<file path="config.mk">
export PLATFORM = sky130hd
export DESIGN_NAME = pwm_capture
export DESIGN_NICKNAME = d
export VERILOG_FILES = /design/src/rtl/pwm_pkg.sv /design/src/rtl/pwm_sync_filter.sv /design/src/rtl/pwm_capture.sv
export SDC_FILE = /design/constraint.sdc
export NUM_CORES = 1
export LEC_CHECK = 0
export CAP_MARGIN = 20
export CORE_ASPECT_RATIO = 0.9
export CORE_MARGIN = 2
export CORE_UTILIZATION = 40
export CTS_CLUSTER_SIZE = 12
export DETAILED_ROUTE_END_ITERATION = 8
export GPL_TIMING_DRIVEN = 0
export SKIP_LAST_GASP = 1
export SLEW_MARGIN = 20
export SYNTH_ARGS = -nofsm -noshare
export SYNTH_HDL_FRONTEND = slang
export SYNTH_SLANG_ARGS = --single-unit
</file>
<file path="constraint.sdc">
create_clock -name CLK_i -period 1.8 [get_ports CLK_i]
set_input_delay 0.36 -clock CLK_i [delete_from_list [all_inputs] [get_ports CLK_i]]
set_output_delay 0.36 -clock CLK_i [all_outputs]
set_load 0.01 [all_outputs]
</file>
<file path="src/rtl/pwm_pkg.sv">
// Shared definitions for the PWM generator / capture pair: default widths and the
// capture FSM state encoding.
package pwm_pkg;

  localparam int PWM_DATA_W      = 8;
  localparam int PWM_WINDOW_LOG2 = 8;

  typedef logic [0:0] pwm_state_t;
  localparam pwm_state_t PRIME = 1'b0;
  localparam pwm_state_t RUN   = 1'b1;

  function automatic logic maj3(input logic a, input logic b, input logic c);
    return (a & b) | (a & c) | (b & c);
  endfunction

endpackage

</file>
<file path="src/rtl/pwm_sync_filter.sv">
// Two-flop synchronizer for the asynchronous PWM line, optionally followed by a
// 3-sample majority filter when PWM_CAPTURE_FILTER_EN is defined.
module pwm_sync_filter
  import pwm_pkg::*;
(
  input  logic CLK_i,
  input  logic RST_i,
  input  logic PWM_i,
  output logic S_o
);

  logic [1:0] sync_q;

  always_ff @(posedge CLK_i) begin
    if (RST_i) sync_q <= '0;
    else       sync_q <= {sync_q[0], PWM_i};
  end

`ifdef PWM_CAPTURE_FILTER_EN
  logic [1:0] hist_q;
  logic       filt_q;

  // Median of three consecutive synchronized samples drops single-cycle glitches.
  always_ff @(posedge CLK_i) begin
    if (RST_i) begin
      hist_q <= '0;
      filt_q <= 1'b0;
    end else begin
      hist_q <= {hist_q[0], sync_q[1]};
      filt_q <= maj3(sync_q[1], hist_q[0], hist_q[1]);
    end
  end

  assign S_o = filt_q;
`else
  assign S_o = sync_q[1];
`endif

endmodule

</file>
<file path="src/rtl/pwm_capture.sv">
// Duty-cycle decoder: counts high samples of the synchronized PWM line over a
// power-of-two window. Optional input glitch filter via PWM_CAPTURE_FILTER_EN.
module pwm_capture
  import pwm_pkg::*;
#(
  parameter int DATA_W      = PWM_DATA_W,
  parameter int WINDOW_LOG2 = PWM_WINDOW_LOG2
) (
  input  logic              CLK_i,
  input  logic              RST_i,
  input  logic              EN_i,
  input  logic              PWM_i,
  output logic [DATA_W-1:0] DUTY_o,
  output logic              VALID_o,
  output logic              STATIC_o,
  output logic              LEVEL_o
);

  localparam logic [WINDOW_LOG2:0] DUTY_MAX = (WINDOW_LOG2+1)'((1 << DATA_W) - 1);

  logic s;

  pwm_sync_filter u_sync (
    .CLK_i (CLK_i),
    .RST_i (RST_i),
    .PWM_i (PWM_i),
    .S_o   (s)
  );

  pwm_state_t             state_q, state_d;
  logic [WINDOW_LOG2-1:0] win_cnt_q, win_cnt_d;
  logic [WINDOW_LOG2:0]   ones_q, ones_d;
  logic                   edge_q, edge_d;
  logic                   s_prev_q;
  logic [DATA_W-1:0]      duty_q, duty_d;
  logic                   valid_q, valid_d;
  logic                   static_q, static_d;
  logic                   level_q, level_d;

  logic                   win_end;
  logic [WINDOW_LOG2:0]   ones_total;
  logic [WINDOW_LOG2:0]   shifted;
  logic                   edge_total;

  // Totals include the current sample so the window-end cycle is counted too.
  assign win_end    = &win_cnt_q;
  assign ones_total = ones_q + (WINDOW_LOG2+1)'(s);
  assign edge_total = edge_q | (s ^ s_prev_q);
  assign shifted    = ones_total >> (WINDOW_LOG2 - DATA_W);

  always_comb begin
    state_d   = state_q;
    win_cnt_d = win_cnt_q;
    ones_d    = ones_q;
    edge_d    = edge_q;
    duty_d    = duty_q;
    valid_d   = 1'b0;
    static_d  = static_q;
    level_d   = level_q;
    if (!EN_i) begin
      state_d   = PRIME;
      win_cnt_d = '0;
      ones_d    = '0;
      edge_d    = 1'b0;
    end else begin
      win_cnt_d = win_cnt_q + WINDOW_LOG2'(1);
      if (win_end) begin
        ones_d = '0;
        edge_d = 1'b0;
        if (state_q == PRIME) begin
          state_d = RUN;
        end else begin
          duty_d   = (shifted > DUTY_MAX) ? DUTY_MAX[DATA_W-1:0] : shifted[DATA_W-1:0];
          static_d = ~edge_total;
          level_d  = s;
          valid_d  = 1'b1;
        end
      end else begin
        ones_d = ones_total;
        edge_d = edge_total;
      end
    end
  end

  always_ff @(posedge CLK_i) begin
    if (RST_i) begin
      state_q   <= PRIME;
      win_cnt_q <= '0;
      ones_q    <= '0;
      edge_q    <= 1'b0;
      s_prev_q  <= 1'b0;
      duty_q    <= '0;
      valid_q   <= 1'b0;
      static_q  <= 1'b1;
      level_q   <= 1'b0;
    end else begin
      state_q   <= state_d;
      win_cnt_q <= win_cnt_d;
      ones_q    <= ones_d;
      edge_q    <= edge_d;
      s_prev_q  <= s;
      duty_q    <= duty_d;
      valid_q   <= valid_d;
      static_q  <= static_d;
      level_q   <= level_d;
    end
  end

  assign DUTY_o   = duty_q;
  assign VALID_o  = valid_q;
  assign STATIC_o = static_q;
  assign LEVEL_o  = level_q;

endmodule

</file>
# Word-level counts from Yosys, hierarchy flattened
# Cells that the tools add are included.
# totals
elab_cells	25
in_bits	4
out_inout_bits	11
latchBits	0
reg_bits	33
mem_count	0
ramBits	0
romBits	0
# op_classes
muxes	2
addsub	2
div	0
n_reduce_logical	5
eq_ne	0
shift	0
bitwise_logic	5
n_lt_le_gt_ge	1
n_mul	0
# op_table
op	n
AND reduction 10 bit	1
adder 9 x 1 -> 9 bit	1
greater-than comparator 9 x 8 -> 1 bit (second input constant)	1
adder 8 x 1 -> 8 bit (second input constant)	1
2-to-1 mux 8 bit	1
AND reduction 8 bit	1
OR reduction 3 bit	2
inverter 1 bit	3
OR reduction 2 bit	1
2-to-1 mux 1 bit	1
bitwise OR 1 bit	1
XOR 1 bit	1

# Depth between registers and ports, before layout
# logic_depth
ltp_word	3
ltp_mapped	6
depth_no_buf	6

# Cells and area by module
# Synthesis repeated with hierarchy kept, for this count alone.
# hier_totals
cells_unflattened	131
hier_area_um2	1253.7
# modules_own_cells
mod	area_per_inst_um2	n_inst	cells_each	seq_area_each_um2
pwm_capture	1201.2	1	127	620.6
pwm_sync_filter	52.6	1	4	40.0

# Worst setup path after synthesis
# No wires, ideal clock.
# synth_timing
kind	register to register
start	register u_sync.sync_q[1]
end	register duty_q[0], in the netlist DUTY_o[0]
period_less_slack_ns	1.591
arrival_time_ns	1.457
slack_ns	0.209
required_ns	1.666
n_path_buf	0
setup_time_ns	0.134
stages_incl_launch_ff	7
path_cell_list	dfxtp_1 -> ha_1 -> ha_1 -> nand3_1 -> o21a_1 -> nor3b_4 -> a211oi_1
# synth_via
elab_chain_cells	3
# synth_rtl
element	line	source
start, declared	pwm_sync_filter.sv:12	logic [1:0] sync_q;
start signal, assigned	pwm_sync_filter.sv:16	else sync_q <= {sync_q[0], PWM_i};
adder 9 x 1 -> 9 bit *	pwm_capture.sv:47	assign ones_total = ones_q + (WINDOW_LOG2+1)'(s);
greater-than comparator 9 x 8 -> 1 bit	pwm_capture.sv:73	duty_d = (shifted > DUTY_MAX) ? DUTY_MAX[DATA_W-1:0] : shifted[DATA_W-1:0];
2-to-1 mux 8 bit *	pwm_capture.sv:73	
end signal, assigned	pwm_capture.sv:102	duty_q <= duty_d;
end, declared	pwm_capture.sv:35	logic [DATA_W-1:0] duty_q, duty_d;
# Mark *: on every way between the ends. The rest lies on a longest branch, timed or not.
# A chain may end at the register's enable or synchronous reset.

# Worst setup path after layout
# Ends and elaborated chain as after synthesis.

==> impl_metrics.env <==
export IMPL_synth_edff_count=0
export IMPL_synth_area_leaders="dfxtp_1 53%, nor2_1 9.6%, xor2_1 4.9%, a211oi_1 4.8%, ha_1 4.0%"
export IMPL_ys_flop_type="dfxtp_1"
export IMPL_synthCells=129
export IMPL_die_area_sq_um=3580
export IMPL_cts_tree="yes"
export IMPL_place_hpwl_mm=1.56
export IMPL_htree_levels=2
export IMPL_nFillCells=292
export IMPL_worstSetupEndpointType="flop"
export IMPL_die_y_um=57.0
export IMPL_critPathLaunchType="flop"
export IMPL_grt_max_degree=11
export IMPL_drc=0
export IMPL_drv_slew=0
export IMPL_antenna_found_initial=0
export IMPL_finalNetCount=159
export IMPL_worstReg2RegStart="u_sync.sync_q[1]$_SDFF_PP0_"
export IMPL_rsz0062_at_grt="no"
export IMPL_core_region_area_sq_um=3020
export IMPL_clock_sinks=33
export IMPL_firstDrtPassIters=4
export IMPL_hold_viol=0
export IMPL_max_cap_viol_count=0
export IMPL_fp_row_count=19
export IMPL_path_class="reg2reg"
export IMPL_finalSetupViolations=0
export IMPL_final_cell_mix="32 x dfxtp_1, 32 x nor2_1, 14 x clkdlybuf4s50_1, 8 x a211oi_1"
export IMPL_first_iter_violations=28
export IMPL_ys_warn_count=0
export IMPL_ys_seq_area_frac=0.530
export IMPL_hold_depth=1
export IMPL_crit_fanout=8
export IMPL_totalWireLength_mm=2.19
export IMPL_drive_gt1_frac=0.132
export IMPL_cp_required_ns=2.01
export IMPL_io_pins=15
export IMPL_relSlewSlack=0.698
export IMPL_ys_ff_latch=33
export IMPL_period_minus_slack_ns=1.63
export IMPL_clkSlewWorstSetupHoldPaths_ns=0.10
export IMPL_async_reset_ff_frac=0
export IMPL_cp_data_arrival_time_ns=1.84
export IMPL_hold_start="u_sync.sync_q[0]$_SDFF_PP0_"
export IMPL_reg2regPathDepth=7
export IMPL_hold_path_class="reg2reg"
export IMPL_syn_area_sq_um=1250
export IMPL_synth_cell_types=29
export IMPL_fin_crit_sh=0.905
export IMPL_tns_ns=0
export IMPL_vdd_drop_max_uv=443
export IMPL_status="finished clean"
export IMPL_r2r_slack_ns=0.17
export IMPL_grt_pass1_vias=885
export IMPL_place_congestion=0.798
export IMPL_antenna_left=0
export IMPL_clock_path_buffers=2
export IMPL_hold_ws_ns=0.447
export IMPL_clockRootBuffer="clkbuf_4"
export IMPL_synth_top_cell_area_share=0.530
export IMPL_start_util=0.413
export IMPL_yosys_area_top_type="dfxtp_1"
export IMPL_post_place_ws_ns=-0.164
export IMPL_syn_nets=137
export IMPL_area_growth_pct=23.2
export IMPL_antenna_cells=0
export IMPL_synth_area_per_cell_sq_um=9.66
export IMPL_cts_inserted_buffers=5
export IMPL_wl_per_cell_um=11.3
export IMPL_setup_slack_ns=0.171
export IMPL_fmax_mhz=614
export IMPL_routed_via_density=4.71
export IMPL_reg2reg_to="DUTY_o[0]$_SDFFE_PP0P_"
export IMPL_grt_pass1_wl_mm=3.91
export IMPL_die_x_um=62.8
export IMPL_finClkSkew_ns=0.0116
export IMPL_hold_end="u_sync.sync_q[1]$_SDFF_PP0_"
export IMPL_ctsHoldBuffers=0
export IMPL_vias=914
export IMPL_tightest_slew_ns=0.453
export IMPL_track_usage=0.145
export IMPL_grt_overflow=0
export IMPL_power_density_nw_per_um2=756
export IMPL_insertion_delay_ns=0.34
export IMPL_place_port_buffers=14
export IMPL_p_leak_uw=0.000527
[sequential cells by signal, summed over array words and instances (netlist names)]
name           cells
edge_q             1
u_sync.sync_q      2
state_q            1
LEVEL_o            1
DUTY_o             8
win_cnt_q          8
ones_q             9
STATIC_o           1
VALID_o            1
s_prev_q           1
[timing repair]
item                                    CTS  global route
gates resized for setup                   0             5
buffers inserted                          1             0
endpoints found under the setup margin    8             8
pin swaps                                 1             1
[synthesized netlist by cell type, drive strengths merged (3+ instances only)]
library cell,n
ha,4
dfxtp,33
xnor2,4
nor2,32
nand2,3
a211oi,8
nand3,8
xor2,7
nor2b,4
inv,3
[critical path, cell delays in order (launching register included)]
cell and delay [ns]:
dfxtp_2 0.38, ha_1 0.21, ha_4 0.17, nand3_2 0.09, o21a_1 0.22, nor3b_4 0.21, buf_12 0.14, a211oi_1 0.07
[area by class of cell]
class,instances,area (sq um),area share
Clock inverter,2,10.0,0.00652
Buffer,4,20.0,0.0130
Multi-Input combinational cell,89,578,0.377
Timing Repair Buffer,15,160,0.104
Sequential cell,33,662,0.431
Tap cell,42,52.6,0.0342
Clock buffer,6,41.3,0.0269
Inverter,3,11.3,0.00733
[kinds of logic (layout without fill, tap and decap cells)]
| group | Yosys count | in the layout | synth area share |
|---|---|---|---|
| AND/OR/NAND/NOR | 59 | 59 | 0.241 |
| flip-flops | 33 | 33 | 0.530 |
| AO/OA/AOI/OAI | 14 | 14 | 0.0783 |
| XOR/XNOR | 11 | 11 | 0.0773 |
| buffers and inverters | 7 | 30 | 0.0251 |
| adder cells (fa/ha/maj) | 4 | 4 | 0.0402 |
| multiplexers | 1 | 1 | 0.00803 |
[metrics by stage]
stage                     power, uW  cells  area [sq um]  utilization
after floorplan                 774    129          1250            -
after global placement          788    185          1440        0.477
after detailed placement        789    185          1440        0.477
after CTS                      1180    194          1510        0.500
after global routing           1220    194          1540        0.508
final                          1160    194          1540        0.508
[worst max path at each step]
stage | from | to | slack, ns | depth (start not counted)
after floorplan | u_sync.sync_q[1]$_SDFF_PP0_ | DUTY_o[0]$_SDFFE_PP0P_ | 0.21 | 6
after CTS | u_sync.sync_q[1]$_SDFF_PP0_ | DUTY_o[0]$_SDFFE_PP0P_ | 0.04 | 7
after detailed placement | RST_i | ones_q[7]$_SDFF_PP0_ | -0.16 | 6
after global placement | RST_i | ones_q[5]$_SDFF_PP0_ | -0.17 | 6
after global routing | u_sync.sync_q[1]$_SDFF_PP0_ | DUTY_o[0]$_SDFFE_PP0P_ | 0.04 | 7
final | u_sync.sync_q[1]$_SDFF_PP0_ | DUTY_o[0]$_SDFFE_PP0P_ | 0.17 | 7
[metal layers]
metal  vias to the layer above  track usage  wire, um
met2                        15        0.212       953
met4                         0       0.0667        40
met5                         -            0         0
met1                       420        0.180      1090
li1                        474            -         -
met3                         5       0.0730       106
[where the power goes]
part | switching [uW] | leakage [uW] | internal [uW] | total (uW)
clock network | 241 | 0.0000320 | 148 | 389
registers | 3.91 | 0.000267 | 736 | 740
logic | 18.2 | 0.000228 | 13.7 | 31.9
total | 263 | 0.000527 | 898 | 1160
Note: power is estimated with default switching activity, not from simulation.
